[src/rtl/p_bool_neuron_acc_pkg.sv]
// Shared perceptron datapath types: FSM state enum, datapath configuration
// and the signed saturation limits that every accumulating stage agrees on.
package p_bool_neuron_acc_pkg;

    typedef enum logic [1:0] {
        IDLE = 2'd0,
        ACC  = 2'd1,
        HOLD = 2'd2
    } bacc_state_t;

    typedef struct packed {
        logic [7:0] prec;
    } dconf_t;

    localparam dconf_t DEF_DCONF = '{prec: 8'd16};

    // Limits are returned 64 bits wide and truncated by the caller to its PREC.
    function automatic logic signed [63:0] satMax(input int prec);
        return (64'sd1 <<< (prec - 1)) - 64'sd1;
    endfunction

    function automatic logic signed [63:0] satMin(input int prec);
        return -(64'sd1 <<< (prec - 1));
    endfunction

endpackage

[src/rtl/p_sat_add.sv]
// W-bit signed saturating adder; flags which rail the result was clamped to
// so accumulating stages can fold it into their own sticky saturation bit.
module p_sat_add
    import p_bool_neuron_acc_pkg::*;
#(
    parameter int W = 8
) (
    input  logic signed [W-1:0] a_i,
    input  logic signed [W-1:0] b_i,
    output logic signed [W-1:0] sum_o,
    output logic                ovf_o,
    output logic                udf_o
);

    localparam logic signed [63:0] MAX_WIDE = satMax(W);
    localparam logic signed [63:0] MIN_WIDE = satMin(W);
    localparam logic signed [W-1:0] MAX_VAL = MAX_WIDE[W-1:0];
    localparam logic signed [W-1:0] MIN_VAL = MIN_WIDE[W-1:0];

    logic signed [W:0] wide;

    // One guard bit is enough: disagreement between the top two bits means
    // the true sum left the W-bit range.
    always_comb begin
        wide  = {a_i[W-1], a_i} + {b_i[W-1], b_i};
        ovf_o = ~wide[W] & wide[W-1];
        udf_o = wide[W] & ~wide[W-1];
        if (ovf_o) begin
            sum_o = MAX_VAL;
        end else if (udf_o) begin
            sum_o = MIN_VAL;
        end else begin
            sum_o = wide[W-1:0];
        end
    end

endmodule

[src/rtl/p_bool_neuron_acc.sv]
// Frame accumulator plus binary activation behind p_bool_acc: sums signed
// popcount beats with saturation and presents act/sum over valid/ready.
module p_bool_neuron_acc
    import p_bool_neuron_acc_pkg::*;
#(
    parameter int     IN    = 8,
    parameter dconf_t CONF  = DEF_DCONF,
    parameter int     PREC  = int'(CONF.prec),
    parameter int     BEATS = 4,
    parameter int     CW    = $clog2(BEATS + 1)
) (
    input  logic                   clk,
    input  logic                   reset,
    input  logic                   in_valid,
    output logic                   in_ready,
    input  logic signed [PREC-1:0] in_sum,
    input  logic                   in_ovf,
    input  logic                   in_udf,
    input  logic                   in_last,
    input  logic signed [PREC-1:0] thresh,
    output logic                   out_valid,
    input  logic                   out_ready,
    output logic                   out_act,
    output logic signed [PREC-1:0] out_sum,
    output logic                   out_sat,
    output logic                   out_err,
    output logic [CW-1:0]          out_beats
);

    if (PREC < $clog2(IN + 1) + 1) begin : g_prec_check
        $error("PREC too narrow to carry one IN-bit partial sum");
    end

    bacc_state_t state_q, state_d;
    logic signed [PREC-1:0] acc_q, acc_d;
    logic signed [PREC-1:0] thr_q, thr_d;
    logic [CW-1:0]          beats_q, beats_d;
    logic                   sat_q, sat_d;
    logic                   err_q, err_d;
    logic                   act_q, act_d;

    logic signed [PREC-1:0] addA;
    logic signed [PREC-1:0] addSum;
    logic                   addOvf;
    logic                   addUdf;
    logic                   accept;

    // A new frame starts from zero rather than from the stale held sum.
    assign addA = (state_q == IDLE) ? '0 : acc_q;

    p_sat_add #(
        .W(PREC)
    ) u_sat_add (
        .a_i  (addA),
        .b_i  (in_sum),
        .sum_o(addSum),
        .ovf_o(addOvf),
        .udf_o(addUdf)
    );

    assign in_ready = (state_q != HOLD);
    assign accept   = in_valid & in_ready;

    always_ff @(posedge clk) begin
        if (reset) begin
            state_q <= IDLE;
            acc_q   <= '0;
            thr_q   <= '0;
            beats_q <= '0;
            sat_q   <= 1'b0;
            err_q   <= 1'b0;
            act_q   <= 1'b0;
        end else begin
            state_q <= state_d;
            acc_q   <= acc_d;
            thr_q   <= thr_d;
            beats_q <= beats_d;
            sat_q   <= sat_d;
            err_q   <= err_d;
            act_q   <= act_d;
        end
    end

    always_comb begin
        state_d = state_q;
        acc_d   = acc_q;
        thr_d   = thr_q;
        beats_d = beats_q;
        sat_d   = sat_q;
        err_d   = err_q;
        act_d   = act_q;
        unique case (state_q)
            IDLE: begin
                if (accept) begin
                    acc_d   = addSum;
                    thr_d   = thresh;
                    beats_d = CW'(1);
                    sat_d   = addOvf | addUdf | in_ovf | in_udf;
                    err_d   = 1'b0;
                    if (in_last) begin
                        state_d = HOLD;
                        act_d   = (addSum >= thresh);
                    end else begin
                        state_d = ACC;
                    end
                end
            end
            ACC: begin
                if (accept) begin
                    acc_d = addSum;
                    sat_d = sat_q | addOvf | addUdf | in_ovf | in_udf;
                    // Beat count pins at BEATS so out_beats never wraps on overrun.
                    if (beats_q == CW'(BEATS)) begin
                        err_d = 1'b1;
                    end else begin
                        beats_d = beats_q + CW'(1);
                    end
                    if (in_last) begin
                        state_d = HOLD;
                        act_d   = (addSum >= thr_q);
                    end
                end
            end
            HOLD: begin
                if (out_ready) begin
                    state_d = IDLE;
                end
            end
            default: begin
                state_d = IDLE;
            end
        endcase
    end

    assign out_valid = (state_q == HOLD);
    assign out_act   = act_q;
    assign out_sum   = acc_q;
    assign out_sat   = sat_q;
    assign out_err   = err_q;
    assign out_beats = beats_q;

endmodule
[config.mk]
export PLATFORM = sky130hd
export DESIGN_NAME = p_bool_neuron_acc
export DESIGN_NICKNAME = d
export VERILOG_FILES = /design/src/rtl/p_bool_neuron_acc_pkg.sv /design/src/rtl/p_sat_add.sv /design/src/rtl/p_bool_neuron_acc.sv
export SDC_FILE = /design/constraint.sdc
export NUM_CORES = 1
export LEC_CHECK = 0
export CORE_UTILIZATION = 40
export CTS_BUF_LIST = sky130_fd_sc_hd__clkbuf_16
export DETAILED_ROUTE_END_ITERATION = 10
export PLACE_DENSITY = 0.66
export RECOVER_POWER = 100
export SLEW_MARGIN = 15
export SYNTH_ARGS = -nofsm -noshare
export SYNTH_HDL_FRONTEND = slang
export SYNTH_SLANG_ARGS = --single-unit
[constraint.sdc]
create_clock -name clk -period 4.7 [get_ports clk]
set_clock_uncertainty 0.2 [all_clocks]
set_input_delay 0.94 -clock clk [delete_from_list [all_inputs] [get_ports clk]]
set_output_delay 0.94 -clock clk [all_outputs]
set_load 0.05 [all_outputs]
# --- Word level (Yosys, flattened, before mapping) ---
# Cells that the tools add are included.
totals:
  ff_bits: 40
  inputBits: 39
  out_inout_bits: 24
  word_cells: 69
classes:
  add_sub_neg: 2
  n_lt_le_gt_ge: 2
  n_eq_ne: 11
  mux: 25
  n_bitwise: 12
  reduce_logical: 10
ops:
  columns: ["cell", "count"]
  rows:
  - ["$mux W16", 3]
  - ["$ge A16 B16 Y1", 2]
  - ["$add A16 B16 Y17", 1]
  - ["$ne A2 B2 Y1 const B", 7]
  - ["$reduce_and A4 Y1", 3]
  - ["$mux W2", 5]
  - ["$mux W1", 9]
  - ["$mux W3", 3]
  - ["$or A1 B1 Y1", 7]
  - ["$pmux W1 S2", 3]
  - ["$pmux W2 S3", 1]
  - ["$pmux W3 S2", 1]
  - ["$reduce_and A5 Y1", 1]
  - ["$reduce_and A2 Y1", 2]
  - ["$add A3 B1 Y3 const B", 1]
  - ["$and A1 B1 Y1", 3]
  - ["$eq A3 B3 Y1 const B", 1]
  - ["$reduce_and A3 Y1", 1]
  - ["$eq A2 B1 Y1 const B", 1]
  - ["$eq A2 B2 Y1 const B", 1]
  - ["$logic_not A2 Y1", 1]
  - ["$ne A2 B1 Y1 const B", 1]
  - ["$not A1 Y1", 2]
  - ["$reduce_bool A2 Y1", 1]
  - ["$reduce_or A2 Y1", 1]

# --- Depth between registers and ports, before layout ---
# Gate-level depths: netlist (run 1).
depth:
  depth_word: 11
  ltp_mapped: 21
  ltp_nobuf: 19

# --- Hierarchy ---
# Synthesis (run 1) repeated with hierarchy kept, for this count alone.
unflattened:
  cells_unflattened: 454
  hier_area_um2: 3498.4
modules_own_cells:
  columns: ["mod", "n_inst", "cells_each", "area_each_um2", "seq_area_each_um2"]
  rows:
  - ["p_bool_neuron_acc", 1, 315, 2424.8, 800.8]
  - ["p_sat_add", 1, 139, 1073.5, 0.0]

# --- Worst setup path before layout (run 1) ---
# Ideal clock, no wire load.
synth_path:
  path_kind: "input-to-reg"
  from: "input port in_sum[0]"
  to: "register act_q, in the netlist out_act"
  setup_ps: 116
  t_arrival_ps: 4080
  t_required_ps: 4384
  slack_ps: 304
  stages: 18
  path_buffers: 1
  cell_sequence: "ha_1 inv_1 fa_1 nand2b_1 a21oi_1 o21ai_1 o21ai_4 buf_6 nand2_1 a21oi_1 ha_1 nor2b_1 o211ai_1 a2111oi_0 nor4_1 mux2i_1 nand3_1 a41o_1"
synth_via:
  elab_chain_len: 9
  elab_cells_between_ends: 14
  cone_classes: "add/sub: 1; order compare: 2; mux: 7; bitwise: 4"
synth_lines:
  columns: ["item", "line_no", "rtl"]
  rows:
  - ["start: declaration", "p_bool_neuron_acc.sv:16", "input logic signed [PREC-1:0] in_sum,"]
  - ["$add A16 B16 Y17 *", "p_sat_add.sv:25", "wide = {a_i[W-1], a_i} + {b_i[W-1], b_i};"]
  - ["$not A1 Y1", "p_sat_add.sv:27", "udf_o = wide[W] & ~wide[W-1];"]
  - ["$and A1 B1 Y1", "p_sat_add.sv:27", null]
  - ["$mux W16", "p_sat_add.sv:30", "end else if (udf_o) begin"]
  - ["$mux W16 *", "p_sat_add.sv:28", "if (ovf_o) begin"]
  - ["via addSum[1]", "p_bool_neuron_acc.sv:43", "logic signed [PREC-1:0] addSum;"]
  - ["$ge A16 B16 Y1 (on tied branches)", "p_bool_neuron_acc.sv:120, p_bool_neuron_acc.sv:102", null]
  - ["$mux W1 (on tied branches)", "p_bool_neuron_acc.sv:118, p_bool_neuron_acc.sv:100", null]
  - ["$mux W1 (on tied branches)", "p_bool_neuron_acc.sv:109, p_bool_neuron_acc.sv:94", null]
  - ["$pmux W1 S2 *", "p_bool_neuron_acc.sv:92", "unique case (state_q)"]
  - ["end signal: assignment", "p_bool_neuron_acc.sv:80", "act_q <= act_d;"]
  - ["end: declaration", "p_bool_neuron_acc.sv:40", "logic act_q, act_d;"]
# Mark *: on every way through the listed nets, which the timed path passes. The rest lies on a longest branch. The select of a mux whose other input is x is not followed.
# A chain may end at the register's enable or synchronous reset.

# --- Worst setup path after layout (run 1) ---
layout_path:
  from: "input port in_sum[6]"
  to: "register act_q, in the netlist out_act"
# The elaborated chain is that of the path after synthesis.

==> impl_metrics.env, run 1 <==
export IMPL_drc=0
export IMPL_grt_max_degree=22
export IMPL_seq_area_frac_synth=0.231
export IMPL_synth_async_reset_ratio=0
export IMPL_critPathSlowestCell="clkdlybuf4s50_1"
export IMPL_path_max_fanout=8
export IMPL_status="completed"
export IMPL_n_fill_cell=710
export IMPL_clk_latency_ns=0.28
export IMPL_path_clk_slew_ns=0.06
export IMPL_crit_buf_inv=4
export IMPL_slew_violations=0
export IMPL_pwr_share_comb=0.483
export IMPL_grt_pass1_wl_um=15700
export IMPL_cts_tree="done"
export IMPL_finalWorstSetupSlack_ns=0.106
export IMPL_drive_gt1_frac=0.234
export IMPL_cp_end_kind="flop"
export IMPL_syn_avg_cell_area_um2=7.72
export IMPL_start_util=0.418
export IMPL_cpLargestDelayFamily="buffers and inverters"
export IMPL_grt_use_total=0.223
export IMPL_r2r_start="state_q[0]"
export IMPL_clkPwrFrac=0.258
export IMPL_seqCellArea_um2=801
export IMPL_detail_route_iter0_violations=106
export IMPL_sw_frac_of_total=0.359
export IMPL_syn_num_nets=539
export IMPL_hp_class="reg2reg"
export IMPL_nNetsFinal=669
export IMPL_switching_power_mw=0.536
export IMPL_dieArea_mm2=0.00904
export IMPL_holdWs_ns=0.258
export IMPL_path_cells="clkdlybuf4s50_1 -> ha_1 -> a21oi_1 -> o211ai_1 -> buf_4 -> nand3_2 -> nand3_4 -> buf_6 -> maj3_2 -> ha_4 -> nand4_1 -> buf_4 -> a2111oi_4 -> nor4_2 -> mux2i_1 -> nand3_1 -> a41o_1"
export IMPL_max_freq_mhz=218
export IMPL_netlist_area_mm2=0.00347
export IMPL_gr_total_overflow=0
export IMPL_cts_buffers=5
export IMPL_hold_viol=0
export IMPL_synth_edf_count=0
export IMPL_first_pass_iters=4
export IMPL_setup_viol=0
export IMPL_ys_flop_type="dfxtp_1"
export IMPL_io_pins=63
export IMPL_post_place_ws_ns=-0.340
export IMPL_ys_types=56
export IMPL_wl_per_cell_um=14.6
export IMPL_antenna_cells=0
export IMPL_maxSlewHeadroom=0.252
export IMPL_ys_warn_count=0
export IMPL_multi_input_area_mm2=0.00274
export IMPL_max_stage_delay_ns=0.40
export IMPL_period_needed_ns=4.59
export IMPL_ir_drop_uv=173
export IMPL_path_common_cell="buf_4"
export IMPL_place_congestion=0.879
export IMPL_first_global_vias=3448
export IMPL_startpoint_type="input pin"
export IMPL_ant_nets=0
export IMPL_tightest_slew_ns=1.12
export IMPL_power_density_mw_per_mm2=286
export IMPL_arrival_ns=4.57
export IMPL_maxCapViolations=0
export IMPL_clock_sinks=40
export IMPL_synth_seq_cells=40
export IMPL_die_width_um=95.1
export IMPL_core_mm2=0.00830
export IMPL_startpoint="in_sum[6]"
export IMPL_vias_per_cell=5.26
export IMPL_worstSetupPathType="in2reg"
export IMPL_clockRootBuffer="clkbuf_16"
export IMPL_crit_required_ns=4.67
export IMPL_power_leakage_nw=2.32
export IMPL_worstHoldStart="thr_q[5]"
export IMPL_antenna_found_initial=0
export IMPL_rows=33
export IMPL_fp_dieH_um=95.1
export IMPL_clockBufferDepth=2
export IMPL_p_int_mw=0.959
export IMPL_htreeDepth=2
export IMPL_num_vias=3604
export IMPL_dpl_hpwl_um=7610
export IMPL_areaGrowthSynthToFinish_pct=50.6
export IMPL_portBuffers=62
export IMPL_fin_crit_sh=0.978
export IMPL_synthCells=449
export IMPL_routed_wl_um=10000
export IMPL_power_frac_seq=0.260
-- synthesized netlist by cell type, types with 2 or more instances --
library cell,n,area (um2)
ha_1,50,626
nand2_1,50,188
a21oi_1,47,235
nor2_1,44,165
dfxtp_1,40,801
inv_1,40,150
nor2b_1,24,150
nor3_1,13,65.1
nand4_1,12,75.1
o21ai_0,11,55.1
xnor2_1,11,96.3
clkbuf_1,10,37.5
a21o_1,8,60.1
maj3_2,7,78.8
nand3_1,7,35.0
maj3_1,6,60.1
nand2b_1,6,37.5
a211oi_1,5,37.5
o211ai_1,5,37.5
o21a_1,5,37.5
a31oi_1,3,18.8
buf_1,3,11.3
xor2_1,3,26.3
a2111oi_0,2,17.5
a211o_1,2,17.5
a211oi_2,2,25.0
and2_1,2,12.5
buf_6,2,22.5
nor4_1,2,12.5
-- flip-flops by register name (all words and copies together), names as in the netlist --
signal	cells
out_beats	3
thr_q	16
state_q	2
out_sum	16
out_sat	1
out_err	1
out_act	1
-- cells by family after synthesis --
group | Yosys count | synth area share
compound gates | 105 | 0.202
fa+ha+maj | 64 | 0.226
mux | 1 | 0.00289
simple gates | 168 | 0.235
xor+xnor | 14 | 0.0354
buf+inv | 57 | 0.0675
flops | 40 | 0.231
-- layout by cell type, fill, tap and decap left out, types with 10 or more instances in the layout --
master and count:
dlygate4sd3_1 26, nor2_1 43, dlymetal6s2s_1 10, clkdlybuf4s50_1 26, dfxtp_1 40, nor2b_1 23
buf_4 73, nand2_1 50, ha_1 34, a21oi_1 42, inv_1 41, xnor2_1 11
nor3_1 13, nand4_1 12, ha_4 14
-- stage by stage --
step | TNS (ns) | cells | area [um2] | power, mW | util
final | 0 | 685 | 5220 | 1.49 | 0.629
after global routing | -0.0554 | 685 | 5220 | 1.60 | 0.629
after CTS | 0 | 676 | 4830 | 1.44 | 0.582
after detailed placement | -0.340 | 668 | 4650 | 1.05 | 0.561
after global placement | -0.235 | 668 | 4650 | 1.03 | 0.561
after floorplan | 0 | 449 | 3470 | 0.794 | -
-- power by group through the flow --
stage / clock network (mW) / logic, mW / registers, mW
2_1_floorplan: 0 / 0.342 / 0.452
3_3_place_gp: 0 / 0.638 / 0.396
3_5_place_dp: 0 / 0.650 / 0.396
4_1_cts: 0.388 / 0.662 / 0.389
5_1_grt: 0.410 / 0.796 / 0.392
6_report: 0.385 / 0.721 / 0.388
-- timing repair --
action,in CTS,in global routing
buffers inserted,0,9
hold endpoints to repair,0,0
setup endpoints to repair,1,1
gates resized for setup,5,54
hold buffers,0,0
pin swaps,3,38
-- final cells by class --
cell class              count  share of cell area
inverters                  40              0.0288
clock buffers               5              0.0240
flip-flops and latches     40               0.153
multi-input cells         352               0.526
well taps                 105              0.0252
clock inverters             3             0.00743
repair buffers            140               0.236
-- path summary, 6_finish.rpt --
kind	end	slack [ns]	cells past startpoint
max	out_act	0.11	17
min	thr_q[5]	0.26	2
max reg2reg	out_act	0.16	20
min reg2reg	thr_q[5]	0.26	2
-- worst register-to-register path: cells and delay by family (launching register included) --
family,cells,cell delay [ns]
AOI/OAI and AO/OA,5,1.09
and+or+nand+nor,6,0.74
xor gates and xnor gates,1,0.14
buffers and inverters,3,0.48
adders and majority gates,4,1.20
muxes,1,0.15
DFF,1,0.43
-- per-layer routing --
layer  global-route usage  part of all wire  vias to the layer above
li1                     -                 -                     1826
met5                    0                 0                        -
met4               0.0745             0.022                        0
met3               0.0303             0.029                       18
met1                0.278              0.44                     1687
met2                0.393              0.51                       73
(Power assumes the default switching activity.)
==> inputs of run 2 (changes only) <==
--- a/config.mk
+++ b/config.mk
@@ -6,11 +6,11 @@
 export NUM_CORES = 1
 export LEC_CHECK = 0
 export CORE_UTILIZATION = 40
-export CTS_BUF_LIST = sky130_fd_sc_hd__clkbuf_16
 export DETAILED_ROUTE_END_ITERATION = 10
 export PLACE_DENSITY = 0.66
 export RECOVER_POWER = 100
 export SLEW_MARGIN = 15
 export SYNTH_ARGS = -nofsm -noshare
 export SYNTH_HDL_FRONTEND = slang
+export SYNTH_HIERARCHICAL = 1
 export SYNTH_SLANG_ARGS = --single-unit
==> impl_metrics.env, run 2 <==
export IMPL_seq_area_frac_synth=0.229
export IMPL_synth_top_cell_area_share=0.229
export IMPL_grt_use_total=0.218
export IMPL_fp_dieH_um=95.5
export IMPL_n_fill_cell=806
export IMPL_cp_end_kind="flop"
export IMPL_rrSetupSlack_ns=0.22
export IMPL_io_pins=63
export IMPL_timing_rr_end="out_act"
export IMPL_ir_drop_uv=146
export IMPL_path_clk_slew_ns=0.08
export IMPL_gr_total_overflow=0
export IMPL_num_vias=3524
export IMPL_die_width_um=95.5
export IMPL_total_power_mw=1.23
export IMPL_path_cells="dlygate4sd2_1 -> ha_4 -> o211a_4 -> a211oi_4 -> buf_4 -> buf_4 -> nor3_2 -> and4bb_4 -> or3_4 -> buf_6 -> a21o_1 -> buf_4 -> ha_1 -> nand4_1 -> nor4_2 -> a21oi_1 -> nand2b_1 -> mux2i_1 -> a2111oi_2"
export IMPL_maxCapViolations=0
export IMPL_synth_edf_count=0
export IMPL_path_depth=19
export IMPL_multi_input_area_mm2=0.00265
export IMPL_ys_flop_type="dfxtp_1"
export IMPL_clockRootBuffer="clkbuf_8"
export IMPL_r2r_start="state_q[1]"
export IMPL_critPathSlowestCell="or3_4"
export IMPL_startpoint_type="input pin"
export IMPL_synth_seq_cells=40
export IMPL_drc=0
export IMPL_seqCellArea_um2=803
export IMPL_crit_buf_inv=5
export IMPL_yosys_area_top_type="dfxtp_1"
export IMPL_ys_types=60
export IMPL_synthTopCellsByCount="nand2_1, a21oi_1, ha_1, inv_1, dfxtp_1"
export IMPL_clock_sinks=40
export IMPL_clockBufferDepth=2
export IMPL_synthCells=454
export IMPL_drive_gt1_frac=0.219
export IMPL_htreeDepth=2
export IMPL_synth_most_common_cell="nand2_1"
export IMPL_hp_class="reg2reg"
export IMPL_hold_buffers=0
export IMPL_hold_viol=0
export IMPL_fin_crit_sh=0.971
export IMPL_dpl_hpwl_um=7910
export IMPL_power_density_mw_per_mm2=244
export IMPL_worstSetupEndpoint="out_act"
export IMPL_synth_async_reset_ratio=0
export IMPL_antenna_cells=0
export IMPL_crit_required_ns=4.69
export IMPL_final_core_util=0.605
export IMPL_synth_area_leaders="dfxtp_1, ha_1, nand2_1, a21oi_1, inv_1"
export IMPL_ant_nets=0
export IMPL_syn_num_nets=544
export IMPL_period_needed_ns=4.56
export IMPL_areaGrowthSynthToFinish_pct=44.2
export IMPL_dp_cells=667
export IMPL_setup_viol=0
export IMPL_status="completed"
export IMPL_grt_max_degree=23
export IMPL_holdWs_ns=0.256
export IMPL_netlist_area_mm2=0.00350
export IMPL_cts_buffers=5
export IMPL_arrival_ns=4.55
export IMPL_antenna_found_initial=0
export IMPL_worstSetupPathType="in2reg"
export IMPL_syn_avg_cell_area_um2=7.71
export IMPL_max_freq_mhz=219
export IMPL_slew_violations=0
export IMPL_routed_wl_um=9910
export IMPL_clk_latency_ns=0.28
export IMPL_cts_tree="done"
export IMPL_grt_pass1_wl_um=15600
export IMPL_final_cells=685
export IMPL_portBuffers=62
export IMPL_detail_route_iter0_violations=105
export IMPL_path_common_cell="buf_4"
export IMPL_final_common_cell="nand2_1"
export IMPL_dieArea_mm2=0.00912
export IMPL_path_max_fanout=6
export IMPL_reg2regPathDepth=22
export IMPL_ys_warn_count=6
export IMPL_core_mm2=0.00834
export IMPL_max_stage_delay_ns=0.38
export IMPL_rows=33
export IMPL_tightest_slew_ns=0.923
export IMPL_layout_common_cells="nand2_1, buf_4, a21oi_1"
export IMPL_start_util=0.419
export IMPL_place_congestion=0.854
export IMPL_cpLargestDelayFamily="simple AND/OR/NAND/NOR gates"
export IMPL_vias_per_cell=5.14
export IMPL_first_pass_iters=4
export IMPL_startpoint="in_sum[3]"
export IMPL_wl_per_cell_um=14.5
export IMPL_nNetsFinal=669
export IMPL_maxSlewHeadroom=0.384
export IMPL_first_global_vias=3403
export IMPL_power_leakage_nw=2.36
-- run 2: changes by cell type in the layout (fill, tap and decap cells not counted), sizes merged, moves of 4 or more --
cell and delta:
nand2 +32, nor2 -28, a21o +15, a21oi +9, maj3 -9, nor3 -7, o21ai -7, clkbuf +6
nand4 -5, a211oi -4, dlymetal6s2s -4
-- run 2: layer usage --
layer  vias to the layer above  global-route usage  share of wire
li1                       1827                   -              -
met1                      1630               0.282           0.47
met2                        57               0.384           0.49
met3                        10              0.0247          0.029
met4                         0              0.0510          0.012
met5                         -                   0              0
-- run 2: kinds of logic (layout without fill, tap and decap cells) --
family | Yosys count | after routing | share of synthesized area
AO/OA/AOI/OAI | 122 | 122 | 0.231
XOR/XNOR | 12 | 12 | 0.0300
adder cells (fa/ha/maj) | 55 | 55 | 0.196
buffers and inverters | 64 | 190 | 0.0812
flip-flops | 40 | 40 | 0.229
multiplexers | 3 | 3 | 0.00858
AND/OR/NAND/NOR | 158 | 158 | 0.224
-- run 2: worst min-delay path by stage --
stage	start	endpoint	depth (start not counted)
after global routing	thr_q[13]	thr_q[13]	2
after CTS	thr_q[13]	thr_q[13]	2
final	thr_q[13]	thr_q[13]	2
after floorplan	thr_q[10]	thr_q[10]	2
after detailed placement	thr_q[13]	thr_q[13]	2
after global placement	thr_q[12]	thr_q[12]	2
-- run 2: timing repair --
| item | CTS | global route |
|---|---|---|
| buffers inserted | 6 | 4 |
| pin swaps | 15 | 22 |
| cloned | 0 | 0 |
| resized for setup | 11 | 43 |
| endpoints found under the setup margin | 1 | 1 |
-- run 2: per-stage QoR --
| stage | setup TNS [ns] | setup WS (ns) | area [um2] |
|---|---|---|---|
| after floorplan | 0 | 0.104 | 3500 |
| after global placement | -0.326 | -0.326 | 4630 |
| after detailed placement | -0.406 | -0.406 | 4630 |
| after CTS | 0 | 0.00737 | 4790 |
| after global routing | -0.0251 | -0.0251 | 5050 |
| final | 0 | 0.135 | 5050 |
-- run 2: worst reg2reg max path: cells and delay by family (launching register included) --
family | cells | cell delay [ns]
AO/OA/AOI/OAI | 5 | 0.73
AND/OR/NAND/NOR | 8 | 1.61
flip-flops | 1 | 0.36
multiplexers | 1 | 0.08
adder cells (fa/ha/maj) | 2 | 0.56
buffers and inverters | 6 | 0.84
-- run 2: layout make-up --
cell class | instances | share of cell area
sequential | 40 | 0.159
multi-input combinational | 350 | 0.525
clock buffer | 8 | 0.0179
inverter | 43 | 0.0320
tap | 105 | 0.0260
timing repair buffer | 139 | 0.240
-- run 2: power by group --
group	internal, mW	switching [mW]	leakage (nW)
registers	0.364	0.0183	0.329
clock network	0.120	0.116	0.0455
logic	0.290	0.322	1.98
